[src/rtl/eth_rx_frame_parser_pkg.sv]
// Shared Ethernet receive/transmit constants and helpers.
//   - header/FCS geometry, CRC-32 polynomial and good-frame residue
//   - crc32_byte(): one reflected CRC-32 byte step (also used by the TX path)
//   - mac_byte(): big-endian byte select out of a 48-bit MAC address
//   - rx_state_e: receive frame parser states
package eth_rx_frame_parser_pkg;

  localparam int          ETH_MAC_LEN     = 6;
  localparam int          ETH_HDR_LEN     = 14;
  localparam int          ETH_FCS_LEN     = 4;
  localparam logic [31:0] ETH_CRC_POLY    = 32'hEDB88320;
  localparam logic [31:0] ETH_CRC_RESIDUE = 32'hDEBB20E3;
  localparam logic [47:0] ETH_BROADCAST   = 48'hFFFF_FFFF_FFFF;

  typedef enum logic [2:0] {
    ST_IDLE,
    ST_DST,
    ST_SRC,
    ST_TYPE,
    ST_PAYLOAD,
    ST_FIN,      // last byte arrived together with done_in; verdict goes out one clk later
    ST_DROP
  } rx_state_e;

  // Reflected CRC-32, LSB first, no final inversion.
  function automatic logic [31:0] crc32_byte(input logic [31:0] crc, input logic [7:0] data);
    logic [31:0] c;
    c = crc ^ {24'h0, data};
    for (int i = 0; i < 8; i++) begin
      c = c[0] ? ((c >> 1) ^ ETH_CRC_POLY) : (c >> 1);
    end
    return c;
  endfunction

  // Byte idx (0 = first on the wire = most significant) of a MAC address.
  function automatic logic [7:0] mac_byte(input logic [47:0] mac, input logic [2:0] idx);
    logic [47:0] sh;
    sh = mac << {idx, 3'b000};
    return sh[47:40];
  endfunction

endpackage

[src/rtl/eth_rx_frame_parser_fcs_checker.sv]
// Running CRC-32 over every received byte of a frame (FCS included).
// Ports:
//   clk, reset : clock, synchronous active-high reset
//   clear      : reload the CRC register with all-ones (takes priority over inclk)
//   inclk, in  : byte strobe and byte
//   crc_ok     : CRC register currently equals the good-frame residue
module eth_rx_frame_parser_fcs_checker
  import eth_rx_frame_parser_pkg::*;
(
  input  logic       clk,
  input  logic       reset,
  input  logic       clear,
  input  logic       inclk,
  input  logic [7:0] in,
  output logic       crc_ok
);

  logic [31:0] crc_q;
  logic [31:0] crc_d;

  always_comb begin
    crc_d = crc_q;
    if (clear) begin
      crc_d = 32'hFFFF_FFFF;
    end else if (inclk) begin
      crc_d = crc32_byte(crc_q, in);
    end
  end

  always_ff @(posedge clk) begin
    if (reset) begin
      crc_q <= 32'hFFFF_FFFF;
    end else begin
      crc_q <= crc_d;
    end
  end

  assign crc_ok = (crc_q == ETH_CRC_RESIDUE);

endmodule

[src/rtl/eth_rx_frame_parser.sv]
// Receive frame parser: filters on destination MAC and EtherType, strips
// the 14-byte header and 4-byte FCS, forwards payload bytes and reports a
// per-frame verdict.
// Ports:
//   clk, reset   : clock, synchronous active-high reset
//   inclk, in    : received byte strobe and byte (at most one per 4 clk)
//   done_in      : end-of-frame strobe
//   out, outclk  : payload byte and its strobe
//   done_out     : verdict strobe for the frame just forwarded
//   frame_ok     : FCS good and length in range (valid with done_out)
//   payload_len  : payload bytes forwarded (valid with done_out)
//   src_mac      : source MAC of the last good frame
//   busy         : a frame is in progress
module eth_rx_frame_parser
  import eth_rx_frame_parser_pkg::*;
#(
  parameter logic [47:0] MY_MAC        = 48'h02_00_00_00_00_01,
  parameter logic [15:0] ETHERTYPE     = 16'h88B5,
  parameter int          MAX_FRAME_LEN = 1518
) (
  input  logic        clk,
  input  logic        reset,
  input  logic        inclk,
  input  logic [7:0]  in,
  input  logic        done_in,
  output logic [7:0]  out,
  output logic        outclk,
  output logic        done_out,
  output logic        frame_ok,
  output logic [10:0] payload_len,
  output logic [47:0] src_mac,
  output logic        busy
);

  localparam logic [10:0] DST_LAST  = 11'(ETH_MAC_LEN - 1);
  localparam logic [10:0] SRC_LAST  = 11'(2 * ETH_MAC_LEN - 1);
  localparam logic [10:0] TYPE_LAST = 11'(ETH_HDR_LEN - 1);
  localparam logic [10:0] MIN_LEN   = 11'(ETH_HDR_LEN + ETH_FCS_LEN);
  localparam logic [10:0] MAX_LEN   = 11'(MAX_FRAME_LEN);

  rx_state_e   state_q, state_d;
  logic [10:0] cnt_q, cnt_d;          // bytes of the current frame received so far
  logic        ucast_q, ucast_d;      // destination still matches MY_MAC
  logic        bcast_q, bcast_d;      // destination still matches broadcast
  logic [47:0] src_sh_q, src_sh_d;    // source MAC shadow, committed on a good verdict
  logic [7:0]  type_q, type_d;        // first EtherType byte
  logic [7:0]  out_q, out_d;
  logic        outclk_q, outclk_d;
  logic        done_out_q, done_out_d;
  logic        frame_ok_q, frame_ok_d;
  logic [10:0] payload_len_q, payload_len_d;
  logic [47:0] src_mac_q, src_mac_d;
  logic        busy_q, busy_d;

  logic [7:0]  dly_q [4];             // [0] newest payload byte, [3] oldest
  logic        dly_shift;
  logic        go_idle;

  logic        crc_ok;
  logic        verdict_ok;
  logic [10:0] emitted_len;

  eth_rx_frame_parser_fcs_checker u_fcs (
    .clk    (clk),
    .reset  (reset),
    .clear  (go_idle),
    .inclk  (inclk),
    .in     (in),
    .crc_ok (crc_ok)
  );

  // Once the delay line is full every new byte pushes one out, so the number
  // forwarded is simply the byte count minus header and FCS.
  assign emitted_len = (cnt_q >= MIN_LEN) ? (cnt_q - MIN_LEN) : 11'd0;
  assign verdict_ok  = crc_ok && (cnt_q >= MIN_LEN) && (cnt_q <= MAX_LEN);

  always_comb begin
    state_d       = state_q;
    cnt_d         = cnt_q;
    ucast_d       = ucast_q;
    bcast_d       = bcast_q;
    src_sh_d      = src_sh_q;
    type_d        = type_q;
    out_d         = out_q;
    outclk_d      = 1'b0;
    done_out_d    = 1'b0;
    frame_ok_d    = frame_ok_q;
    payload_len_d = payload_len_q;
    src_mac_d     = src_mac_q;
    dly_shift     = 1'b0;
    go_idle       = 1'b0;

    case (state_q)
      ST_IDLE: begin
        // done_in without a byte is ignored here
        if (inclk) begin
          ucast_d = (in == mac_byte(MY_MAC, 3'd0));
          bcast_d = (in == mac_byte(ETH_BROADCAST, 3'd0));
          cnt_d   = 11'd1;
          state_d = ST_DST;
          if (done_in) go_idle = 1'b1;
        end
      end

      ST_DST: begin
        if (inclk) begin
          ucast_d = ucast_q && (in == mac_byte(MY_MAC, cnt_q[2:0]));
          bcast_d = bcast_q && (in == mac_byte(ETH_BROADCAST, cnt_q[2:0]));
          cnt_d   = cnt_q + 11'd1;
          if (cnt_q == DST_LAST) begin
            state_d = (ucast_d || bcast_d) ? ST_SRC : ST_DROP;
          end
        end
        if (done_in) go_idle = 1'b1;
      end

      ST_SRC: begin
        if (inclk) begin
          src_sh_d = {src_sh_q[39:0], in};
          cnt_d    = cnt_q + 11'd1;
          if (cnt_q == SRC_LAST) state_d = ST_TYPE;
        end
        if (done_in) go_idle = 1'b1;
      end

      ST_TYPE: begin
        if (inclk) begin
          type_d = in;
          cnt_d  = cnt_q + 11'd1;
          if (cnt_q == TYPE_LAST) begin
            state_d = ({type_q, in} == ETHERTYPE) ? ST_PAYLOAD : ST_DROP;
          end
        end
        if (done_in) go_idle = 1'b1;
      end

      ST_PAYLOAD: begin
        if (inclk) begin
          if (cnt_q == MAX_LEN) begin
            // This byte would make the frame too long: fail it now, forward nothing more.
            done_out_d    = 1'b1;
            frame_ok_d    = 1'b0;
            payload_len_d = emitted_len;
            state_d       = ST_DROP;
            if (done_in) go_idle = 1'b1;
          end else begin
            cnt_d     = cnt_q + 11'd1;
            dly_shift = 1'b1;
            if (cnt_q >= MIN_LEN) begin
              out_d    = dly_q[3];
              outclk_d = 1'b1;
            end
            // Verdict waits one clk so it cannot collide with the outclk above
            // and so the CRC includes this byte.
            if (done_in) state_d = ST_FIN;
          end
        end else if (done_in) begin
          done_out_d    = 1'b1;
          frame_ok_d    = verdict_ok;
          payload_len_d = emitted_len;
          if (verdict_ok) src_mac_d = src_sh_q;
          go_idle       = 1'b1;
        end
      end

      ST_FIN: begin
        done_out_d    = 1'b1;
        frame_ok_d    = verdict_ok;
        payload_len_d = emitted_len;
        if (verdict_ok) src_mac_d = src_sh_q;
        go_idle       = 1'b1;
      end

      ST_DROP: begin
        if (done_in) go_idle = 1'b1;
      end

      default: go_idle = 1'b1;
    endcase

    if (go_idle) begin
      state_d = ST_IDLE;
      cnt_d   = 11'd0;
    end
    busy_d = (state_d != ST_IDLE);
  end

  always_ff @(posedge clk) begin
    if (reset) begin
      state_q       <= ST_IDLE;
      cnt_q         <= 11'd0;
      ucast_q       <= 1'b0;
      bcast_q       <= 1'b0;
      src_sh_q      <= 48'd0;
      type_q        <= 8'd0;
      out_q         <= 8'd0;
      outclk_q      <= 1'b0;
      done_out_q    <= 1'b0;
      frame_ok_q    <= 1'b0;
      payload_len_q <= 11'd0;
      src_mac_q     <= 48'd0;
      busy_q        <= 1'b0;
    end else begin
      state_q       <= state_d;
      cnt_q         <= cnt_d;
      ucast_q       <= ucast_d;
      bcast_q       <= bcast_d;
      src_sh_q      <= src_sh_d;
      type_q        <= type_d;
      out_q         <= out_d;
      outclk_q      <= outclk_d;
      done_out_q    <= done_out_d;
      frame_ok_q    <= frame_ok_d;
      payload_len_q <= payload_len_d;
      src_mac_q     <= src_mac_d;
      busy_q        <= busy_d;
    end
  end

  // 4-byte delay line holding back the trailing FCS.
  for (genvar gi = 0; gi < 4; gi++) begin : g_dly
    always_ff @(posedge clk) begin
      if (reset || go_idle) begin
        dly_q[gi] <= 8'd0;
      end else if (dly_shift) begin
        if (gi == 0) begin
          dly_q[gi] <= in;
        end else begin
          dly_q[gi] <= dly_q[(gi == 0) ? 0 : gi - 1];
        end
      end
    end
  end

  assign out         = out_q;
  assign outclk      = outclk_q;
  assign done_out    = done_out_q;
  assign frame_ok    = frame_ok_q;
  assign payload_len = payload_len_q;
  assign src_mac     = src_mac_q;
  assign busy        = busy_q;

endmodule

[config.mk]
export PLATFORM = sky130hd
export DESIGN_NAME = eth_rx_frame_parser
export DESIGN_NICKNAME = d
export VERILOG_FILES = /design/src/rtl/eth_rx_frame_parser_pkg.sv /design/src/rtl/eth_rx_frame_parser_fcs_checker.sv /design/src/rtl/eth_rx_frame_parser.sv
export SDC_FILE = /design/constraint.sdc
export NUM_CORES = 1
export LEC_CHECK = 0
export ABC_AREA = 1
export BUFFER_PORTS_ARGS = -buffer_cell sky130_fd_sc_hd__buf_4
export CAP_MARGIN = 10
export CORE_MARGIN = 4
export CORE_UTILIZATION = 54
export DETAILED_ROUTE_END_ITERATION = 8
export PLACE_DENSITY_LB_ADDON = 0.25
export SYNTH_ARGS = -nofsm -noshare
export SYNTH_HDL_FRONTEND = slang
export SYNTH_SLANG_ARGS = --single-unit
[constraint.sdc]
create_clock -name clk -period 2.65 [get_ports clk]
set_input_delay 0.1325 -clock clk [delete_from_list [all_inputs] [get_ports clk]]
set_output_delay 0.1325 -clock clk [all_outputs]
set_load 0.01 [all_outputs]
==> impl_metrics.ini <==
[worst_setup_path]
critical_path_class = flop to flop
crit_required_ps = 3050
critPathMaxFanout = 30
arrival_ps = 2770
max_stage_delay_ps = 480
critical_path.top_delay_family = simple AND/OR/NAND/NOR gates
critical_path.endpoint_type = flop
cp_num_buf_inv = 2
crit_slowest_cell = dfxtp_1
cp_cell_sequence = inv_1 > ha_1 > nand2_1 > nand2_1 > nand2_1 > nor2_1 > nand3_2 > nand4_4 > buf_12 > nor2_1 > nor2_1
critPathLaunchType = flop
r2r_cells = 11
r2r-end = src_mac[1]$_SDFFE_PP0P_
crit_cells = 11
worstReg2RegStart = cnt_q[2]$_SDFFE_PP0P_
r2r_setup_slack_ps = 280

[grt]
grt_pass1_wl_mm = 37.9
grt_antenna_before_repair = 0
grt.total_usage = 0.225
grt_max_degree = 117
grt_pass1_vias = 7754
overflow = 0

[logic_synthesis]
ys_types = 43
postSynthAreaPerCell_um2 = 7.13
syn-num-nets = 1375
ys_top_cells_by_area = dfxtp_1, nand2_1, nor2_1, edfxtp_1, inv_1
synth-seq-area-share = 0.462
yosysTopAreaCellShare = 0.362
synth_edf_count = 32
synthFlopType = dfxtp_1
async_flop_share = 0
synthCells = 1356
yosys_warnings = 0
synth-seq-cells = 207
yosysTopAreaCell = dfxtp_1
syn-cell-area_mm2 = 0.00967

[placement]
numPlacedInstances = 1622
place_area_mm2 = 0.0105
hpwlAfterDp_mm = 15.4
gp_congestion = 0.921
io_buffers = 82

[power]
switching_share = 0.245
p_comb_frac = 0.103
power_switching_mw = 1.83
internal_power_mw = 5.63
p_clk_frac = 0.451
seq_power_share = 0.445
p_per_area_mw_per_mm2 = 658
ir_drop_mv = 0.464
p_leak_nw = 5.49

[timing]
period_share = 0.896
setup-tns-final_ps = 0
fin_skew_ps = 10.1
rsz0062_at_grt = no
worst_slew_pin_slew_ps = 711
clock.fmax_mhz = 421
drv_slew = 0
setup_viol = 0
finalCriticalPeriod_ps = 2370
hold_viol = 0
relSlewSlack = 0.526

[floorplanning]
core_mm2 = 0.0174
chipWidth_um = 142
start_util = 0.555
ioPinCount = 83
die_area_mm2 = 0.0201
die_h_um = 142
core.rowCount = 48

[clock_tree]
clk_path_buf_depth = 3
cts_num_sinks = 207
postCtsSetupBuffers = 0
numCtsBuffers = 22
clkTransAtPathRegs_ps = 60
clk_latency_ps = 510
cts_tree = built
root_buffer = clkbuf_16
htree_levels = 1

[min_path]
hold_class = input port to flop
min_to = type_q[6]$_SDFFE_PP0P_
min_path_cells = 3
hp-start = in[6]

[routing]
drt-total-wl_mm = 22.7
wl_per_cell_um = 13.6
vias_per_cell = 5.13
num_vias = 8557
drtPass1Iterations = 7
drt_iter0_drc = 582
drc_errors = 0
ant_nets = 0

[cells_and_area]
fillers = 1571
seq_area_mm2 = 0.00446
stdcell_area_mm2 = 0.0113
multiInputGateArea_mm2 = 0.00435
synthToLayoutAreaGrowth_pct = 17.2
layout.cells.non_filler = 1669
drive_gt1_frac = 0.118
final_nets = 1447
layout_commonest_cell = nand2_1
layout_common_cells = nand2_1, nor2_1, dfxtp_1, inv_1, buf_4
n_antenna_cell = 0

[flow_run]
cap_violations = 0

[outcome]
status = finished clean
==> worst max-delay path by stage <==
stage	start	endpoint
4_1_cts	cnt_q[2]$_SDFFE_PP0P_	src_mac[1]$_SDFFE_PP0P_
5_1_grt	cnt_q[2]$_SDFFE_PP0P_	src_mac[34]$_SDFFE_PP0P_
6_report	cnt_q[2]$_SDFFE_PP0P_	src_mac[1]$_SDFFE_PP0P_
2_1_floorplan	cnt_q[0]$_SDFFE_PP0P_	dly_q[0][0]$_SDFFCE_PN0P_
3_5_place_dp	cnt_q[2]$_SDFFE_PP0P_	out[2]$_SDFFE_PP0P_
3_3_place_gp	cnt_q[2]$_SDFFE_PP0P_	out[0]$_SDFFE_PP0P_
==> power by group through the flow <==
stage	registers [mW]	clock network (mW)	logic, mW
floorplan	3.37	0	0.577
global placement	3.39	0	0.733
detailed placement	3.39	0	0.746
CTS	3.32	3.42	0.761
global route	3.33	3.57	0.867
finish	3.32	3.37	0.769
==> cells by family (layout without fill, tap and decap cells) <==
kind of cell	after synthesis	count (layout)	synth area share
compound gates	155	155	0.0873
xor+xnor	45	45	0.0423
fa+ha+maj	7	7	0.00906
buf+inv	211	299	0.0901
flops	207	207	0.462
simple gates	731	731	0.309
==> timing repair <==
| item | 4_1_cts | 5_1_grt |
|---|---|---|
| hold buffers | 7 | 0 |
| gates resized for setup | 0 | 1 |
| setup endpoints to repair | 0 | 1 |
| hold endpoints to repair | 17 | 0 |
==> worst reg2reg max path: stages (launching register included) <==
cell and delay [ps]:
dfxtp_1 480, inv_1 170, ha_1 240, nand2_1 70, nand2_1 110, nand2_1 100, nor2_1 60, nand3_2 180
nand4_4 360, buf_12 320, nor2_1 130, nor2_1 60
==> Yosys cell counts (2+ instances only) <==
cell type / number
dfxtp_1: 175
buf_2: 21
or2_2: 5
o21ai_1: 4
nand2_1: 316
ha_1: 7
inv_1: 142
o21ai_0: 81
a21oi_1: 44
nand2_2: 8
edfxtp_1: 32
inv_2: 11
nor3_1: 8
nor2_1: 284
nand3_2: 2
xor2_1: 37
nand3_1: 80
a22oi_1: 2
buf_4: 4
buf_6: 5
nand3b_1: 5
o211ai_1: 17
xnor2_2: 2
nand4_1: 13
nor2_2: 3
xnor2_1: 6
clkbuf_1: 26
==> sequential cells by signal (all words and copies together) (netlist names), 3 cells and up <==
register and count:
type_q 8, u_fcs.crc_q 32, src_mac 48, cnt_q 11, payload_len 11, state_q 3
dly_q 32, out 8, src_sh_q 48
==> through the flow <==
step / util / setup WS (ps) / hold WS (ps) / power, mW
after floorplan: - / 313 / 301 / 3.95
after global placement: 0.600 / 362 / 452 / 4.12
after CTS: 0.650 / 293 / 35.1 / 7.50
after detailed placement: 0.600 / 318 / 460 / 4.13
after global routing: 0.650 / 1.79 / 54.0 / 7.76
final: 0.650 / 276 / 36.1 / 7.46
==> cell type report <==
class                      instances  area share
tap                              225      0.0249
timing repair buffer             105      0.0755
clock inverter                    14      0.0181
sequential                       207       0.394
multi-input combinational        938       0.384
clock buffer                      26      0.0527
inverter                         154      0.0510
==> routing by layer <==
metal / track usage / part of all wire / vias to the layer above
met2: 0.378 / 0.47 / 181
met5: 0 / 0 / -
met1: 0.308 / 0.46 / 3932
met4: 0.0586 / 0.024 / 0
met3: 0.0307 / 0.047 / 40
li1: - / - / 4404
Power figures use the tool's default switching activity.
